**src/rtl/joystick_serial_pkg.sv**
```systemverilog
// Shared types, frame layout and frame-image builder for the serial joystick target.
package joystick_serial_pkg;

    localparam int FRAME_BITS = 16;

    localparam logic PAD_BIT    = 1'b1;
    localparam logic IDLE_LEVEL = 1'b1;

    // Bit positions within the shifted frame; position 0 leaves first.
    localparam int POS_P1_UP    = 0;
    localparam int POS_P1_FIRE1 = 1;
    localparam int POS_P1_DOWN  = 2;
    localparam int POS_P1_LEFT  = 3;
    localparam int POS_P1_RIGHT = 4;
    localparam int POS_P1_FIRE2 = 5;
    localparam int POS_PAD0     = 6;
    localparam int POS_PAD1     = 7;
    localparam int POS_P2_UP    = 8;
    localparam int POS_P2_FIRE1 = 9;
    localparam int POS_P2_DOWN  = 10;
    localparam int POS_P2_LEFT  = 11;
    localparam int POS_P2_RIGHT = 12;
    localparam int POS_P2_FIRE2 = 13;
    localparam int POS_PAD2     = 14;
    localparam int POS_PAD3     = 15;

    typedef struct packed {
        logic up;
        logic down;
        logic left;
        logic right;
        logic fire1;
        logic fire2;
    } joy_btn_t;

    typedef enum logic {
        LINK_IDLE   = 1'b0,
        LINK_ACTIVE = 1'b1
    } link_state_t;

    function automatic logic [FRAME_BITS-1:0] build_frame(input joy_btn_t p1,
                                                          input joy_btn_t p2);
        logic [FRAME_BITS-1:0] f;
        f               = '0;
        f[POS_P1_UP]    = p1.up;
        f[POS_P1_FIRE1] = p1.fire1;
        f[POS_P1_DOWN]  = p1.down;
        f[POS_P1_LEFT]  = p1.left;
        f[POS_P1_RIGHT] = p1.right;
        f[POS_P1_FIRE2] = p1.fire2;
        f[POS_PAD0]     = PAD_BIT;
        f[POS_PAD1]     = PAD_BIT;
        f[POS_P2_UP]    = p2.up;
        f[POS_P2_FIRE1] = p2.fire1;
        f[POS_P2_DOWN]  = p2.down;
        f[POS_P2_LEFT]  = p2.left;
        f[POS_P2_RIGHT] = p2.right;
        f[POS_P2_FIRE2] = p2.fire2;
        f[POS_PAD2]     = PAD_BIT;
        f[POS_PAD3]     = PAD_BIT;
        return f;
    endfunction

endpackage

```
**src/rtl/sync_edge.sv**
```systemverilog
// Multi-flop synchronizer for an asynchronous level, with one-cycle rise/fall pulses.
module sync_edge #(
    parameter int SYNC_STAGES = 2
) (
    input  logic clk_i,
    input  logic rst_i,
    input  logic async_i,
    output logic level_o,
    output logic rise_o,
    output logic fall_o
);

    localparam int N = (SYNC_STAGES < 2) ? 2 : SYNC_STAGES;

    logic [N-1:0] sync_p0;
    logic         level_p1;

    // Synchronizer chain, then one extra flop for edge detection
    always_ff @(posedge clk_i) begin
        if (rst_i) begin
            sync_p0  <= '1;
            level_p1 <= 1'b1;
        end else begin
            sync_p0  <= {sync_p0[N-2:0], async_i};
            level_p1 <= sync_p0[N-1];
        end
    end

    assign level_o = sync_p0[N-1];
    assign rise_o  = sync_p0[N-1] & ~level_p1;
    assign fall_o  = ~sync_p0[N-1] & level_p1;

endmodule

```
**src/rtl/joystick_serial_tx.sv**
```systemverilog
// Serial joystick link target: parallel-load on host load strobe, shift out on host clock.
// Optional autofire on fire1 is enabled by defining JOYSTICK_SERIAL_TX_AUTOFIRE_EN.
module joystick_serial_tx
    import joystick_serial_pkg::*;
#(
    parameter int SYNC_STAGES     = 2,
    parameter int TIMEOUT_CYCLES  = 65535,
    parameter int AUTOFIRE_FRAMES = 4
) (
    input  logic clk_i,
    input  logic rst_i,
    input  logic joy_clk_i,
    input  logic joy_load_i,
    output logic joy_data_o,
    input  logic joy1_up_i,
    input  logic joy1_down_i,
    input  logic joy1_left_i,
    input  logic joy1_right_i,
    input  logic joy1_fire1_i,
    input  logic joy1_fire2_i,
    input  logic joy2_up_i,
    input  logic joy2_down_i,
    input  logic joy2_left_i,
    input  logic joy2_right_i,
    input  logic joy2_fire1_i,
    input  logic joy2_fire2_i,
    output logic link_active_o,
    output logic frame_o
);

    localparam int               TMO_W   = $clog2(TIMEOUT_CYCLES + 1);
    localparam logic [TMO_W-1:0] TMO_MAX = TMO_W'(TIMEOUT_CYCLES);

    function automatic logic [TMO_W-1:0] sat_inc(input logic [TMO_W-1:0] v);
        return (v == TMO_MAX) ? v : v + TMO_W'(1);
    endfunction

    logic clk_rise;
    logic clk_level_unused;
    logic clk_fall_unused;
    logic load_level;
    logic load_rel;
    logic load_fall_unused;
    logic load_act;

    sync_edge #(.SYNC_STAGES(SYNC_STAGES)) u_clk_sync (
        .clk_i   (clk_i),
        .rst_i   (rst_i),
        .async_i (joy_clk_i),
        .level_o (clk_level_unused),
        .rise_o  (clk_rise),
        .fall_o  (clk_fall_unused)
    );

    sync_edge #(.SYNC_STAGES(SYNC_STAGES)) u_load_sync (
        .clk_i   (clk_i),
        .rst_i   (rst_i),
        .async_i (joy_load_i),
        .level_o (load_level),
        .rise_o  (load_rel),
        .fall_o  (load_fall_unused)
    );

    assign load_act = ~load_level;
    assign frame_o  = load_rel;

    logic af_phase;

`ifdef JOYSTICK_SERIAL_TX_AUTOFIRE_EN
    localparam int AF_N = (AUTOFIRE_FRAMES < 1) ? 1 : AUTOFIRE_FRAMES;
    localparam int AF_W = (AF_N > 1) ? $clog2(AF_N) : 1;

    logic [AF_W-1:0] af_cnt_q;
    logic            af_phase_q;

    // Autofire phase flips every AF_N completed frames
    always_ff @(posedge clk_i) begin
        if (rst_i) begin
            af_cnt_q   <= '0;
            af_phase_q <= 1'b0;
        end else if (load_rel) begin
            if (af_cnt_q == AF_W'(AF_N - 1)) begin
                af_cnt_q   <= '0;
                af_phase_q <= ~af_phase_q;
            end else begin
                af_cnt_q <= af_cnt_q + AF_W'(1);
            end
        end
    end

    assign af_phase = af_phase_q;
`else
    // Autofire period is only meaningful in the autofire build.
    logic unused_af_cfg;
    assign unused_af_cfg = (AUTOFIRE_FRAMES > 0);
    assign af_phase      = 1'b0;
`endif

    joy_btn_t               p1_btn;
    joy_btn_t               p2_btn;
    logic [FRAME_BITS-1:0]  frame_img;

    // A pressed fire1 (0) is released (1) during the autofire off phase
    always_comb begin
        p1_btn.up    = joy1_up_i;
        p1_btn.down  = joy1_down_i;
        p1_btn.left  = joy1_left_i;
        p1_btn.right = joy1_right_i;
        p1_btn.fire1 = joy1_fire1_i | af_phase;
        p1_btn.fire2 = joy1_fire2_i;
        p2_btn.up    = joy2_up_i;
        p2_btn.down  = joy2_down_i;
        p2_btn.left  = joy2_left_i;
        p2_btn.right = joy2_right_i;
        p2_btn.fire1 = joy2_fire1_i | af_phase;
        p2_btn.fire2 = joy2_fire2_i;
    end

    assign frame_img = build_frame(p1_btn, p2_btn);

    logic [FRAME_BITS-1:0] frame_sr;

    // Load has priority over a coincident host clock edge
    always_ff @(posedge clk_i) begin
        if (rst_i) begin
            frame_sr <= {FRAME_BITS{IDLE_LEVEL}};
        end else if (load_act) begin
            frame_sr <= frame_img;
        end else if (clk_rise) begin
            frame_sr <= {PAD_BIT, frame_sr[FRAME_BITS-1:1]};
        end
    end

    link_state_t      link_q;
    link_state_t      link_nxt;
    logic [TMO_W-1:0] tmo_q;
    logic [TMO_W-1:0] tmo_nxt;

    always_ff @(posedge clk_i) begin
        if (rst_i) begin
            link_q <= LINK_IDLE;
            tmo_q  <= '0;
        end else begin
            link_q <= link_nxt;
            tmo_q  <= tmo_nxt;
        end
    end

    always_comb begin
        tmo_nxt  = load_act ? '0 : sat_inc(tmo_q);
        link_nxt = link_q;
        case (link_q)
            LINK_IDLE: begin
                if (load_act) link_nxt = LINK_ACTIVE;
            end
            LINK_ACTIVE: begin
                if (!load_act && tmo_nxt == TMO_MAX) link_nxt = LINK_IDLE;
            end
            default: link_nxt = LINK_IDLE;
        endcase
    end

    assign link_active_o = (link_q == LINK_ACTIVE);
    assign joy_data_o    = link_active_o ? frame_sr[0] : IDLE_LEVEL;

endmodule

```
**config.mk**
```make
export PLATFORM = sky130hd
export DESIGN_NAME = joystick_serial_tx
export DESIGN_NICKNAME = d
export VERILOG_FILES = /design/src/rtl/joystick_serial_pkg.sv /design/src/rtl/sync_edge.sv /design/src/rtl/joystick_serial_tx.sv
export SDC_FILE = /design/constraint.sdc
export NUM_CORES = 1
export LEC_CHECK = 0
export ABC_AREA = 1
export ABC_CLOCK_PERIOD_IN_PS = 2100
export CAP_MARGIN = 20
export CORE_MARGIN = 1.5
export CORE_UTILIZATION = 50
export DETAILED_ROUTE_END_ITERATION = 16
export GPL_TIMING_DRIVEN = 0
export PLACE_DENSITY = 0.72
export SLEW_MARGIN = 20
export SYNTH_ARGS = -nofsm -noshare
export SYNTH_HDL_FRONTEND = slang
export SYNTH_SLANG_ARGS = --single-unit
export TNS_END_PERCENT = 100
```
**constraint.sdc**
```tcl
create_clock -name clk_i -period 2.1 [get_ports clk_i]
set_input_delay 0.525 -clock clk_i [delete_from_list [all_inputs] [get_ports clk_i]]
set_output_delay 0.525 -clock clk_i [all_outputs]
set_load 0.02 [all_outputs]
```
# Word-level counts from Yosys, hierarchy flattened
# Cells that the tools add are included.
# totals
wordCells	28
reg_bits	37
inputBits	16
output_inout_bits	3
# op_classes
n_reduce_logical	2
n_eq_ne	3
n_mux	8
addsub	1
n_bitwise	6
# ops
operator	n
$eq A16 B16 Y1 const B	2
$mux W16	2
$mux W14	2
$add A16 B1 Y16 const B	1
$not A1 Y1	4
$mux W1	3
$and A1 B1 Y1	2
$ne A2 B2 Y1 const B	1
$pmux W1 S2	1
$reduce_or A2 Y1	1
$logic_and A1 B1 Y1	1

# Depth between registers and ports, before layout
# Gate-level depths: netlist of the first run.
# depth
ltp_word	7
depth_mapped	14
ltp_nobuf	14

# Modules after synthesis
# Synthesis of the first run repeated with hierarchy kept, for this count alone.
# unflattened
cells_unflattened	290
hier_area_um2	1918.1
# modules_own_cells
mod	instances	area_per_inst_um2	cells_per_inst	seq_area_each_um2
joystick_serial_tx	1	1722.9	264	620.6
sync_edge	2	97.6	13	60.1

# Least setup slack after synthesis of the first run
# OpenSTA, ideal clock, no wires.
# synth_timing
path_type	reg2reg
start	reg tmo_q[0]
end	reg link_q, in the netlist link_active_o
n_path_buf	1
synth_period_minus_slack_ns	1.715
path_stages_with_launch	14
path_slack_ns	0.385
setup_ns	0.132
t_arrival_ns	1.583
t_required_ns	1.968
cell_sequence	dfxtp_1 > ha_1 > nand3_4 > nor2_4 > nand2_2 > buf_6 > nand2_2 > nand2_2 > nor2_2 > nand2_1 > nor2_1 > nand3_1 > nand2_1 > a21oi_1
# synth_via
elab_chain_len	7
word_cells_on_any_way	8
# synth_rtl
item	line_no	source
start: declaration	joystick_serial_tx.sv:136	logic [TMO_W-1:0] tmo_q;
start signal: assignment	joystick_serial_tx.sv:145	tmo_q <= tmo_nxt;
$add A16 B1 Y16 / $eq A16 B16 Y1 (equally long branches)	joystick_serial_tx.sv:35	return (v == TMO_MAX) ? v : v + TMO_W'(1);
$mux W16 *	joystick_serial_tx.sv:35	
$mux W16 *	joystick_serial_tx.sv:150	tmo_nxt = load_act ? '0 : sat_inc(tmo_q);
$eq A16 B16 Y1 *	joystick_serial_tx.sv:157	if (!load_act && tmo_nxt == TMO_MAX) link_nxt = LINK_IDLE;
$logic_and A1 B1 Y1 *	joystick_serial_tx.sv:157	
$mux W1 *	joystick_serial_tx.sv:157	
$pmux W1 S2 *	joystick_serial_tx.sv:152	case (link_q)
end signal: assignment	joystick_serial_tx.sv:144	link_q <= link_nxt;
end: declaration	joystick_serial_tx.sv:134	link_state_t link_q;
# Mark *: on every way between the ends. The rest lies on a longest branch, timed or not.
# A chain may end at the register's enable or synchronous reset.

# Final worst setup path of the first run
# layout_timing
start	reg tmo_q[1]
end	reg link_q, in the netlist link_active_o
# Same word-level chain as after synthesis.

==> flow_summary.toml, run 1 <==
[yosys]
ys_seq_elements = 37
netlist_instances = 274
synth_top_family_by_area = "simple AND/OR/NAND/NOR gates"
synth_seq_area_share_pct = 40.2
synthXorXnorAreaFrac_pct = 1.90
synth_compound_area_share_pct = 6.32
yosys_warnings = 0
yosysTopAreaCell = "dfxtp_1"
synth_fa_ha_area_share_pct = 0.680
synth_area_mm2 = 0.00184
synth_top_area_share_pct = 40.2
synth_mux_area_share_pct = 0
syn_nets = 291
yosys.area_share.simple_pct = 43.7
synthTopCellsByArea = "dfxtp_1 (40%), nand2_1 (18%), nor2_1 (7.7%)"
synth_area_per_cell_um2 = 6.72
ys_types = 24

[die]
die_w_um = 63.7
core-area_mm2 = 0.00344
die_area_mm2 = 0.00405
ios = 19
row_count = 21
fp.dieH_um = 63.7
initial_core_util_pct = 53.5

[setup_path]
critPathMaxStageDelay_ps = 410
timing.rr.start = "tmo_q[1]"
path_max_fanout = 4
crit_required_ps = 2260
cp_common_cell = "nand2_1"
setup.worst_path.end_class = "flop"
cpMaxStageDelayCell = "dfxtp_1"
critical-path-top-delay-family = "simple AND/OR/NAND/NOR gates"
r2r_end = "link_active_o"
crit_type = "reg -> reg"
worstPathArrival_ps = 2000
path_buf_inv = 0
worst-r2r-setup-slack_ps = 250
reg2regPathDepth = 12
start_kind = "flop"
crit_chain = "ha_4 -> nand2_1 -> nor2_4 -> nand2_1 -> nor2_1 -> o21ai_0 -> nor2_1 -> nand2_1 -> nor2_1 -> nand3_1 -> nand2_1 -> a21oi_1"
crit_cells = 12

[global_route]
grt_pass1_vias = 1588
grt_pass1_wl_um = 6780
antenna_found_initial = 0
grtUsageTotal_pct = 21.5
overflow = 0
grt_max_degree = 16

[worst_hold_path]
hp-start = "u_load_sync.sync_p0[0]"
holdPathStages = 1
worstHoldEndpoint = "u_load_sync.sync_p0[1]"
hp-class = "reg -> reg"

[finish]
final_area_mm2 = 0.00219
syn_to_final_growth_pct = 19.0
nFillCells = 339
multi_input_area_um2 = 986
final_util_pct = 63.6
seqCellArea_um2 = 742
diodes = 0
fin_nets = 316
drive_gt1_share_pct = 13.7

[cts]
root_buffer = "clkbuf_8"
hold_buffers = 0
clk_pin_slew_ps = 70
clock_sinks = 37
htree_levels = 2
cts_buffer_depth = 2
cts_buffers = 5
cts_tree = "built"
clkLatencyLatePin_ps = 290

[power]
ir_worst_vdd_mv = 0.500
p_leak_nw = 0.921
power_mw = 1.34
powerDensity_mw_per_mm2 = 611

[place]
placed_area_mm2 = 0.00208
gp_congestion = 0.901
dp_hpwl_um = 2930
io_buffers = 18

[drt]
drt_first_pass_iters = 4
drt-vias-per-instance = 4.92
drc = 0
wirelength_um = 3800
ant_nets = 0
drt_iter0_drc = 85
num_vias = 1704
avgRoutedWirePerCell_um = 11.0

[timing]
report.final.slew_viol_count = 0
fin_crit_ps = 1850
relSlewSlack_pct = 68.0
rsz0062_at_grt = "no"
hold_violations = 0
tns_ps = 0
timing.final.crit_share_pct = 88.0
setup_viol = 0
finClkSkew_ps = 3.45
fmax_mhz = 541
worst_pin_slew_ps = 480

[job]
maxCapViolations = 0

[outcome]
status = "finished clean"
==> final cells by class <==
cell class | instances | share of cell area [%]
Clock inverter | 2 | 0.457
Tap cell | 46 | 2.63
Inverter | 23 | 4.11
Buffer | 8 | 1.89
Sequential cell | 37 | 33.9
Timing Repair Buffer | 19 | 8.69
Clock buffer | 6 | 3.31
Multi-Input combinational cell | 205 | 45.0
==> through the flow <==
step | cells | setup slack (ps) | hold slack, ps
6_report | 346 | 253 | 412
4_1_cts | 346 | 55.6 | 414
5_1_grt | 346 | 26.0 | 437
3_5_place_dp | 338 | 77.2 | 396
2_1_floorplan | 274 | 385 | 389
3_3_place_gp | 338 | 75.7 | 395
==> cell families after synthesis <==
logic type               count (synthesis)
AND/OR/NAND/NOR                        179
flip-flops                              37
buffers and inverters                   32
AO/OA/AOI/OAI                           21
XOR/XNOR                                 4
adder cells (fa/ha/maj)                  1
==> where the power goes <==
part | switching [mW] | internal (mW) | leakage (nW) | total, mW
Sequential | 0.0184 | 0.729 | 0.303 | 0.747
Combinational | 0.0614 | 0.0602 | 0.574 | 0.122
Clock | 0.240 | 0.230 | 0.0450 | 0.470
Total | 0.320 | 1.02 | 0.921 | 1.34
==> synth_stat cells <==
| master | count |
|---|---|
| nor2_2 | 5 |
| nand2_2 | 10 |
| dfxtp_1 | 37 |
| nand2_1 | 86 |
| buf_6 | 1 |
| o21bai_1 | 3 |
| inv_2 | 4 |
| nor2_1 | 38 |
| o21ai_1 | 3 |
| ha_1 | 1 |
| buf_4 | 1 |
| nand3_1 | 27 |
| or2_2 | 4 |
| a21oi_1 | 12 |
| o21ai_0 | 1 |
| o211ai_1 | 1 |
| clkbuf_1 | 7 |
| o22ai_1 | 1 |
| nand3_2 | 2 |
| nand4_1 | 4 |
| inv_1 | 19 |
| nor2_4 | 2 |
| nand3_4 | 1 |
| xor2_1 | 4 |
==> worst max-delay path by stage <==
stage                                       from            end
after floorplan                         tmo_q[0]  link_active_o
after global placement    u_load_sync.sync_p0[1]        frame_o
after detailed placement  u_load_sync.sync_p0[1]        frame_o
after CTS                 u_load_sync.sync_p0[1]        frame_o
after global routing                    tmo_q[1]  link_active_o
final                                   tmo_q[1]  link_active_o
==> worst reg2reg max path: cells and delay by family (launching register included) <==
| kind | cells | cell delay [ps] |
|---|---|---|
| and+or+nand+nor | 9 | 930 |
| DFF | 1 | 410 |
| adders and majority gates | 1 | 200 |
| AOI/OAI and AO/OA | 2 | 180 |
==> state kept, by name, indices dropped and copies added (netlist names) <==
signal and flops:
link_active_o 1, u_clk_sync.sync_p0 2, u_clk_sync.level_p1 1, frame_sr 14, u_load_sync.level_p1 1, tmo_q 16
u_load_sync.sync_p0 2
==> layer usage <==
metal  routed length, µm  track usage [%]  vias to the layer above  share of wire [%]
met5                   0                0                        -                  0
li1                    -                -                      911                  -
met2                1860             37.2                       29                 49
met3                 128             5.36                        5                3.4
met1                1760             25.1                      759                 46
met4                  46             9.24                        0                1.2
==> cell usage in the layout, fill, tap and decap left out, types with 5 or more instances in the layout <==
| master | Yosys | routed |
|---|---|---|
| a21oi_1 | 12 | 12 |
| clkbuf_1 | 7 | 7 |
| clkdlybuf4s50_1 | 0 | 17 |
| clkbuf_8 | 0 | 5 |
| dfxtp_1 | 37 | 36 |
| nand3_1 | 27 | 27 |
| inv_1 | 19 | 18 |
| nand2_1 | 86 | 86 |
| nand2_2 | 10 | 10 |
| nor2_1 | 38 | 38 |
==> timing repair <==
action / 4_1_cts / 5_1_grt
resized for setup: 1 / 5
setup buffers: 1 / 0
endpoints found under the setup margin: 1 / 2
pin swaps: 0 / 0
No activity file was read; power rests on OpenSTA's default activity.
==> run 2: changes to the inputs <==
ABC_CLOCK_PERIOD_IN_PS = 1550   (was 2100)
PLACE_DENSITY = 0.74   (was 0.72)
clock period = 1.55 ns   (was 2.1 ns; I/O delays follow)
==> flow_summary.toml, run 2 (same netlist as run 1, synthesis figures left out) <==
[power]
seqPwrFrac_pct = 54.7
p_clk_share_pct = 34.7
powerDensity_mw_per_mm2 = 781
power_mw = 1.84
p_sw_mw = 0.447
ir_worst_vdd_mv = 0.638
swShare_pct = 24.2
p_leak_nw = 1.02
internal-power_mw = 1.40
p_comb_share_pct = 10.6

[drt]
wl_met3_um = 165
drt_first_pass_iters = 4
top_layer = "met4"
avgRoutedWirePerCell_um = 11.5
drt-met1-wl_um = 1820
num_vias = 1787
drt-vias-per-instance = 4.96
drc = 0
ant_nets = 0
drt_iter0_drc = 140
detailroute.wirelength.met2_um = 2080
wirelength_um = 4130

[cts]
htree_levels = 2
cts_buffer_depth = 2
cts_tree = "built"
root_buffer = "clkbuf_8"
clk_pin_slew_ps = 70
clkLatencyLatePin_ps = 290
cts_buffers = 5
clock_sinks = 37

[die]
die_area_mm2 = 0.00405
die_w_um = 63.7
ios = 19
fp.dieH_um = 63.7
row_count = 21
initial_core_util_pct = 53.5
core-area_mm2 = 0.00344

[finish]
fin_nets = 330
diodes = 0
drive_gt1_share_pct = 27.7
syn_to_final_growth_pct = 28.3
largest_register_ffs = 16
top_register = "tmo_q"
final_cell_mix = "nand2_1 (80), nor2_1 (33), nand3_1 (26)"
final_common_cell = "nand2_1"
nFillCells = 304
top_regs = "tmo_q (16), frame_sr (14)"

[place]
gp_congestion = 0.866
dp_hpwl_um = 2880
io_buffers = 18

[setup_path]
worstPathArrival_ps = 1840
crit_required_ps = 1710
crit_type = "reg -> reg"
setup.worst_path.end_class = "flop"
path_max_fanout = 7
start_kind = "flop"

[timing]
fmax_mhz = 595
worst_pin_slew_ps = 506
relSlewSlack_pct = 66.2
hold_violations = 0
rsz0062_at_grt = "yes"
fin_crit_ps = 1680
finClkSkew_ps = 4.31
tns_ps = -130
setup_ws_ps = -130
report.final.slew_viol_count = 0
setup_viol = 1
timing.final.crit_share_pct = 108

[global_route]
grt_max_degree = 12
antenna_found_initial = 0
grt_pass1_vias = 1732
grtUsageTotal_pct = 23.1
grt_pass1_wl_um = 7360
overflow = 0

[job]
maxCapViolations = 0

[outcome]
status = "finished, violations left"
violations = "setup timing"

[worst_hold_path]
hp-class = "reg -> reg"
[run 2: power by group through the flow]
stage / registers [mW] / clock network (mW) / logic, mW
floorplan: 1.03 / 0 / 0.0960
global placement: 1.03 / 0 / 0.160
detailed placement: 1.03 / 0 / 0.163
CTS: 1.01 / 0.646 / 0.185
global route: 1.01 / 0.705 / 0.220
finish: 1.01 / 0.639 / 0.196
[run 2: layout make-up]
| class | instances | area (µm²) | share of cell area, % |
|---|---|---|---|
| Timing Repair Buffer | 32 | 280 | 11.9 |
| Multi-Input combinational cell | 205 | 1030 | 43.7 |
| Sequential cell | 37 | 767 | 32.5 |
| Inverter | 23 | 86.3 | 3.66 |
| Clock inverter | 2 | 10.0 | 0.424 |
| Buffer | 9 | 56.3 | 2.38 |
| Tap cell | 46 | 57.6 | 2.44 |
| Clock buffer | 6 | 72.6 | 3.07 |
[run 2: path summary, 6_finish.rpt]
path              slack [ps]  depth (start not counted)                    end                   from
setup / recovery        -130                         13          link_active_o               tmo_q[9]
hold reg to reg          410                          1  u_clk_sync.sync_p0[1]  u_clk_sync.sync_p0[0]
hold / removal           410                          1  u_clk_sync.sync_p0[1]  u_clk_sync.sync_p0[0]
setup reg to reg        -130                         13          link_active_o               tmo_q[9]
[run 2: routing by layer]
metal	GRT usage [%]	vias up
met5	0	-
met2	40.3	44
li1	-	939
met3	5.71	6
met1	26.9	798
met4	8.97	0
[run 2: critical path, stage by stage (launching register included)]
cell	delay, ps
dfxtp_2	370
nand2_2	90
nor2_4	120
nand2_2	100
inv_2	70
nand2_2	60
buf_6	140
buf_4	140
nand2_1	70
nand3_1	70
nor2_1	120
nand3_1	80
nand2_1	70
a21oi_2	50
[run 2: through the flow]
step / worst slack [ps] / util [%] / cell area, µm² / cells / hold slack [ps]
after floorplan: 8.32 / - / 1860 / 274 / 389
after global placement: -290 / 60.9 / 2100 / 338 / 391
after CTS: -162 / 66.8 / 2300 / 358 / 414
final: -130 / 68.6 / 2360 / 360 / 411
after global routing: -246 / 68.6 / 2360 / 360 / 431
after detailed placement: -304 / 60.9 / 2100 / 338 / 398
[run 2: repair_timing]
action	4_1_cts	5_1_grt
setup endpoints to repair	4	13
pin swaps	9	10
buffers inserted	12	2
hold buffers	0	0
gates resized for setup	25	21
==> run 3: changes to the inputs <==
SLEW_MARGIN = unset   (was 20)
==> results of run 3 <==
Final layout, timing and power as in run 2 (identical DEF).
